`src/rtl/capture_packer_if.sv`:
```
// capture_packer_if
//   Bundles the capture request, sample stream and frame output of
//   capture_packer.
//   slave  : seen by capture_packer (inputs start/numFrames/inValid/dataIn;
//            outputs dataOut/outValid/busy/done/closed)
//   master : seen by whatever drives the capture (directions reversed)
interface capture_packer_if #(
  parameter int IN_WIDTH  = 8,
  parameter int OUT_NUM   = 8,
  parameter int CNT_WIDTH = 16
);
  logic                        start;
  logic [CNT_WIDTH-1:0]        numFrames;
  logic                        inValid;
  logic signed [IN_WIDTH-1:0]  dataIn;
  logic signed [IN_WIDTH-1:0]  dataOut [OUT_NUM];
  logic                        outValid;
  logic                        busy;
  logic                        done;
  logic                        closed;

  modport slave (
    input  start, numFrames, inValid, dataIn,
    output dataOut, outValid, busy, done, closed
  );

  modport master (
    output start, numFrames, inValid, dataIn,
    input  dataOut, outValid, busy, done, closed
  );
endinterface

```
`src/rtl/capture_packer.sv`:
```
// capture_packer
//   Collects a stream of signed samples into frames of OUT_NUM samples and
//   presents each completed frame on dataOut with a one-cycle outValid pulse.
//   A capture is armed by start with a nonzero numFrames; after that many
//   frames the block parks in DONE (terminal until rst) and raises closed one
//   cycle later as an end-of-capture signal for a file sink.
//   Ports:
//     clk  - clock, rising edge
//     rst  - asynchronous active-high reset
//     bus  - capture_packer_if.slave (start, numFrames, inValid, dataIn,
//            dataOut[OUT_NUM], outValid, busy, done, closed)
module capture_packer #(
  parameter int IN_WIDTH  = 8,
  parameter int OUT_NUM   = 8,
  parameter int CNT_WIDTH = 16
) (
  input  logic              clk,
  input  logic              rst,
  capture_packer_if.slave   bus
);

  // OUT_NUM=1 still needs a 1-bit index to keep the vectors legal.
  localparam int IDX_W = (OUT_NUM > 1) ? $clog2(OUT_NUM) : 1;
  localparam logic [IDX_W-1:0] LAST_SLOT = IDX_W'(OUT_NUM - 1);

  typedef enum logic [1:0] {IDLE, CAPTURE, DONE} state_t;

  state_t               state_reg, state_next;
  logic [CNT_WIDTH-1:0] target_reg;
  logic [CNT_WIDTH-1:0] frame_cnt_reg;
  logic [CNT_WIDTH-1:0] frame_cnt_inc;
  logic [IDX_W-1:0]     idx_reg;
  logic                 out_valid_reg;
  logic                 closed_reg;

  logic load;       // arm a new capture this edge
  logic accept;     // write dataIn into slot idx_reg this edge
  logic frame_end;  // the accepted sample completes the frame

  assign frame_cnt_inc = frame_cnt_reg + CNT_WIDTH'(1);

  always_ff @(posedge clk or posedge rst) begin
    if (rst) state_reg <= IDLE;
    else     state_reg <= state_next;
  end

  always_comb begin
    state_next = state_reg;
    load       = 1'b0;
    accept     = 1'b0;
    frame_end  = 1'b0;
    case (state_reg)
      IDLE: begin
        if (bus.start && (bus.numFrames != '0)) begin
          load       = 1'b1;
          state_next = CAPTURE;
        end
      end
      CAPTURE: begin
        if (bus.inValid) begin
          accept = 1'b1;
          if (idx_reg == LAST_SLOT) begin
            frame_end = 1'b1;
            // The counter only ever reaches target_reg, so a target of
            // all-ones finishes without wrapping.
            if (frame_cnt_inc == target_reg) state_next = DONE;
          end
        end
      end
      DONE:    state_next = DONE;
      default: state_next = IDLE;
    endcase
  end

  always_ff @(posedge clk or posedge rst) begin
    if (rst) begin
      target_reg    <= '0;
      frame_cnt_reg <= '0;
      idx_reg       <= '0;
      out_valid_reg <= 1'b0;
      closed_reg    <= 1'b0;
    end else begin
      out_valid_reg <= frame_end;
      // Sticky: once DONE has been seen for a cycle, closed stays up.
      closed_reg    <= closed_reg | (state_reg == DONE);
      if (load) begin
        target_reg    <= bus.numFrames;
        frame_cnt_reg <= '0;
        idx_reg       <= '0;
      end else if (accept) begin
        if (frame_end) begin
          idx_reg       <= '0;
          frame_cnt_reg <= frame_cnt_inc;
        end else begin
          idx_reg <= idx_reg + IDX_W'(1);
        end
      end
    end
  end

  // Per-slot collect register and output word. On the frame-completing edge
  // the last slot's output takes dataIn directly, so the published frame
  // includes the sample accepted on that same edge.
  for (genvar gi = 0; gi < OUT_NUM; gi++) begin : g_slot
    logic                       hit;
    logic signed [IN_WIDTH-1:0] slot_reg;
    logic signed [IN_WIDTH-1:0] word_reg;

    assign hit = accept && (idx_reg == IDX_W'(gi));

    always_ff @(posedge clk or posedge rst) begin
      if (rst) begin
        slot_reg <= '0;
        word_reg <= '0;
      end else begin
        if (hit)       slot_reg <= bus.dataIn;
        if (frame_end) word_reg <= hit ? bus.dataIn : slot_reg;
      end
    end

    assign bus.dataOut[gi] = word_reg;
  end

  assign bus.outValid = out_valid_reg;
  assign bus.busy     = (state_reg == CAPTURE);
  assign bus.done     = (state_reg == DONE);
  assign bus.closed   = closed_reg;

endmodule

```
`src/flat_wrapper.sv`:
```
// flat-port wrapper written by rule: the top's interface ports become plain ports
module capture_packer_flat 
#(
  parameter int IN_WIDTH  = 8,
  parameter int OUT_NUM   = 8,
  parameter int CNT_WIDTH = 16
)
  (clk, rst, bus_start, bus_numFrames, bus_inValid, bus_dataIn, bus_dataOut, bus_outValid, bus_busy, bus_done, bus_closed);
  capture_packer_if #(.IN_WIDTH(IN_WIDTH), .OUT_NUM(OUT_NUM), .CNT_WIDTH(CNT_WIDTH)) bus_i ();
  input  logic clk;
  input  logic rst;
  input wire logic [$bits(bus_i.start)-1:0] bus_start;
  input wire logic [$bits(bus_i.numFrames)-1:0] bus_numFrames;
  input wire logic [$bits(bus_i.inValid)-1:0] bus_inValid;
  input wire logic [$bits(bus_i.dataIn)-1:0] bus_dataIn;
  output wire logic [$bits(bus_i.dataOut)-1:0] bus_dataOut;
  output wire logic [$bits(bus_i.outValid)-1:0] bus_outValid;
  output wire logic [$bits(bus_i.busy)-1:0] bus_busy;
  output wire logic [$bits(bus_i.done)-1:0] bus_done;
  output wire logic [$bits(bus_i.closed)-1:0] bus_closed;
  assign bus_i.start = bus_start;
  assign bus_i.numFrames = bus_numFrames;
  assign bus_i.inValid = bus_inValid;
  assign bus_i.dataIn = bus_dataIn;
  assign bus_dataOut = {>>{bus_i.dataOut}};
  assign bus_outValid = bus_i.outValid;
  assign bus_busy = bus_i.busy;
  assign bus_done = bus_i.done;
  assign bus_closed = bus_i.closed;
  capture_packer #(.IN_WIDTH(IN_WIDTH), .OUT_NUM(OUT_NUM), .CNT_WIDTH(CNT_WIDTH)) u_core (.clk(clk), .rst(rst), .bus(bus_i));
endmodule
```
`config.mk`:
```
export PLATFORM = sky130hd
export DESIGN_NAME = capture_packer_flat
export DESIGN_NICKNAME = d
export VERILOG_FILES = /design/src/rtl/capture_packer_if.sv /design/src/rtl/capture_packer.sv /design/src/flat_wrapper.sv
export SDC_FILE = /design/constraint.sdc
export NUM_CORES = 1
export LEC_CHECK = 0
export CORE_ASPECT_RATIO = 0.8
export CORE_UTILIZATION = 54
export DETAILED_ROUTE_END_ITERATION = 6
export PLACE_DENSITY = 0.79
export SLEW_MARGIN = 25
export SYNTH_ARGS = -nofsm -noshare
export SYNTH_HDL_FRONTEND = slang
export SYNTH_SLANG_ARGS = --single-unit
```
`constraint.sdc`:
```
create_clock -name clk -period 7.5 [get_ports clk]
set_input_delay 1.5 -clock clk [delete_from_list [all_inputs] [get_ports clk]]
set_output_delay 1.5 -clock clk [all_outputs]
set_load 0.02 [all_outputs]
```
==> flow_metrics.tcl <==
set metrics [dict create \
    pre_cts_ws_ps 3650 \
    finalCritPeriodShare 0.476 \
    crit_fanout 11 \
    irDropWorstVdd_mv 0.179 \
    cts_setup_buffers 0 \
    synth.largest_area_cell "dfrtp_1" \
    ys_warn_count 0 \
    ctsResizeCount 0 \
    hold_class "reg -> reg" \
    fp.dieW_um 128 \
    yosys-top-cells-area "dfrtp_1 58%, mux2_2 12%, nand2_1 11%" \
    path_class "reg -> out" \
    grt_overflow_total 0 \
    grt_pass1_vias 4902 \
    syn_to_final_growth_pct 24.2 \
    die_area_um2 13200 \
    cts_tree "built" \
    crit_path_start_kind "register" \
    maxSlewViolCount 0 \
    ant_nets 0 \
    synth_cell_types 45 \
    clk_pin_slew_ps 60 \
    drcViolationCount 0 \
    io_buffer_count 95 \
    postSynthCellCount 626 \
    vias 4839 \
    clock_latency_ps 430 \
    layout.nets 754 \
    cp-end-kind "output port" \
    post-dp-hpwl_um 10300 \
    routedWlPerCell_um 17.3 \
    final_area_um2 8520 \
    netlist_area_um2 6860 \
    die_h_um 103 \
    cts-root-buf "clkbuf_16" \
    synth-edff-count 0 \
    setup_violations 0 \
    cts_buffers 17 \
    grt_pass1_wl_um 25600 \
    wirelength_um 15600 \
    first_pass_iters 5 \
    finalCriticalPeriod_ps 3570 \
    largest_register_ffs 64 \
    grtUsageTotal 0.261 \
    final_core_util 0.693 \
    fmax_mhz 280 \
    max_stage_delay_ps 690 \
    initial_core_util 0.558 \
    core_um2 12300 \
    drt-vias-per-instance 5.39 \
    drt_iter0_drc 366 \
    ios 96 \
    diodes 0 \
    syn-mean-instance-area_um2 11.0 \
    rsz0062_at_grt "no" \
    crit_slowest_cell "clkdlybuf4s50_1" \
    antenna_found_initial 0 \
    synth_top_area_frac 0.580 \
    p_leak_nw 4.12 \
    synth_nets 665 \
    clock_sinks 159 \
    tightest_slew_ps 822 \
    drive_above_1_share 0.162 \
    synth.yosys.seq_area_share 0.580 \
    setup_tns_ps 0 \
    slew-limit-headroom 0.452 \
    clock_skew_ps 6.08 \
    ys_dominant_reg_cell "dfrtp_1" \
    fin_ws_ps 3930 \
    placed_area_um2 7930 \
    gp_congestion 0.868 \
    ys_ff_latch 159 \
    async_reset_ff_frac 1.00 \
    critical_path_arrival_ps 2070 \
    whs_ps 465 \
    drv_cap 0 \
    finalHoldViolCount 0 \
    clk_path_buf_depth 2 \
    status "finished clean" \
    cts_max_level 4 \
    postCtsHoldBufs 0 \
    grt_max_degree 94 \
    power.density_nw_per_um2 278 \
    crit_required_ps 6000 \
    fp-row-count 36 \
    crit_chain "inv_1 > ha_1 > clkdlybuf4s50_1" \
]
[report_power, final]
part | leakage, nW | switching (mW) | internal, mW
clock network | 0.287 | 0.332 | 0.530
registers | 2.15 | 0.0678 | 0.990
logic | 1.68 | 0.232 | 0.213
total | 4.12 | 0.632 | 1.73
[kinds of logic after synthesis]
| kind of cell | count (synthesis) | share of synthesized area |
|---|---|---|
| adder cells (fa/ha/maj) | 11 | 0.0201 |
| flip-flops | 159 | 0.580 |
| XOR/XNOR | 38 | 0.0496 |
| AO/OA/AOI/OAI | 25 | 0.0250 |
| AND/OR/NAND/NOR | 283 | 0.184 |
| buffers and inverters | 39 | 0.0252 |
| multiplexers | 71 | 0.117 |
[worst paths after layout]
| kind | cells past startpoint | end | slack (ps) | startpoint |
|---|---|---|---|---|
| setup / recovery | 3 | bus_busy | 3930 | u_core.state_reg[1] |
| hold / removal | 1 | u_core.bus.closed | 470 | u_core.bus.closed |
| setup reg to reg | 9 | u_core.frame_cnt_reg[14] | 4800 | u_core.state_reg[1] |
| hold reg to reg | 1 | u_core.bus.closed | 470 | u_core.bus.closed |
| max in group asynchronous | 3 | u_core.g_slot[2].word_reg[0] | 4540 | rst |
| min in group asynchronous | 2 | u_core.target_reg[7] | 1620 | rst |
[layout make-up]
cell class	instances	area [um^2]
sequential	159	3980
fill	884	3780
multi-input combinational	428	2720
timing repair buffer	98	973
clock buffer	21	450
tap	171	214
clock inverter	10	139
inverter	11	48.8
[synthesized netlist by cell type (all sizes together), types with 2 or more instances]
cell type,count
and3,3
mux2,71
a21oi,9
dfrtp,159
or3,2
nand4,10
nand2,205
clkbuf,12
buf,16
a211oi,4
xnor2,23
ha,11
inv,11
nor4,9
and4,2
nor3,7
xor2,15
nand3,15
o21ai,4
o311ai,2
nor2,24
[worst max-delay path, delay by kind of cell, from the launching register on]
family | cells | cell delay [ps]
flip-flops | 1 | 380
buffers and inverters | 2 | 820
adder cells (fa/ha/maj) | 1 | 450
[routing by layer]
layer  wire length, um  vias to the layer above  track usage
li1                  -                     2255            -
met4               153                        0        0.109
met1              7220                     2440        0.363
met2              7370                      127        0.410
met5                 0                        -            0
met3               827                       17       0.0488
[metrics by stage]
stage / cells / power [mW]
global route: 898 / 2.47
global placement: 867 / 1.47
detailed placement: 867 / 1.51
CTS: 898 / 2.37
floorplan: 626 / 1.39
finish: 898 / 2.36
[cell usage in the layout (no fill, tap or decap), drive strengths merged, types with 2 or more instances in the layout]
master         netlist  routed
or3                  2       2
xor2                15      15
nor3                 7       7
buf                 16       3
a211oi               4       4
nor4                 9       9
inv                 11      11
mux2                71      71
bufinv               0       3
and3                 3       3
o311ai               2       2
o21ai                4       4
nand3               15      15
clkinv               0       6
clkbuf              12      21
nor2                24      24
and4                 2       2
ha                  11      11
nand4               10      10
clkdlybuf4s50        0      95
nand2              205     205
dfrtp              159     159
a21oi                9       9
xnor2               23      23
Power figures use the tool's default switching activity.
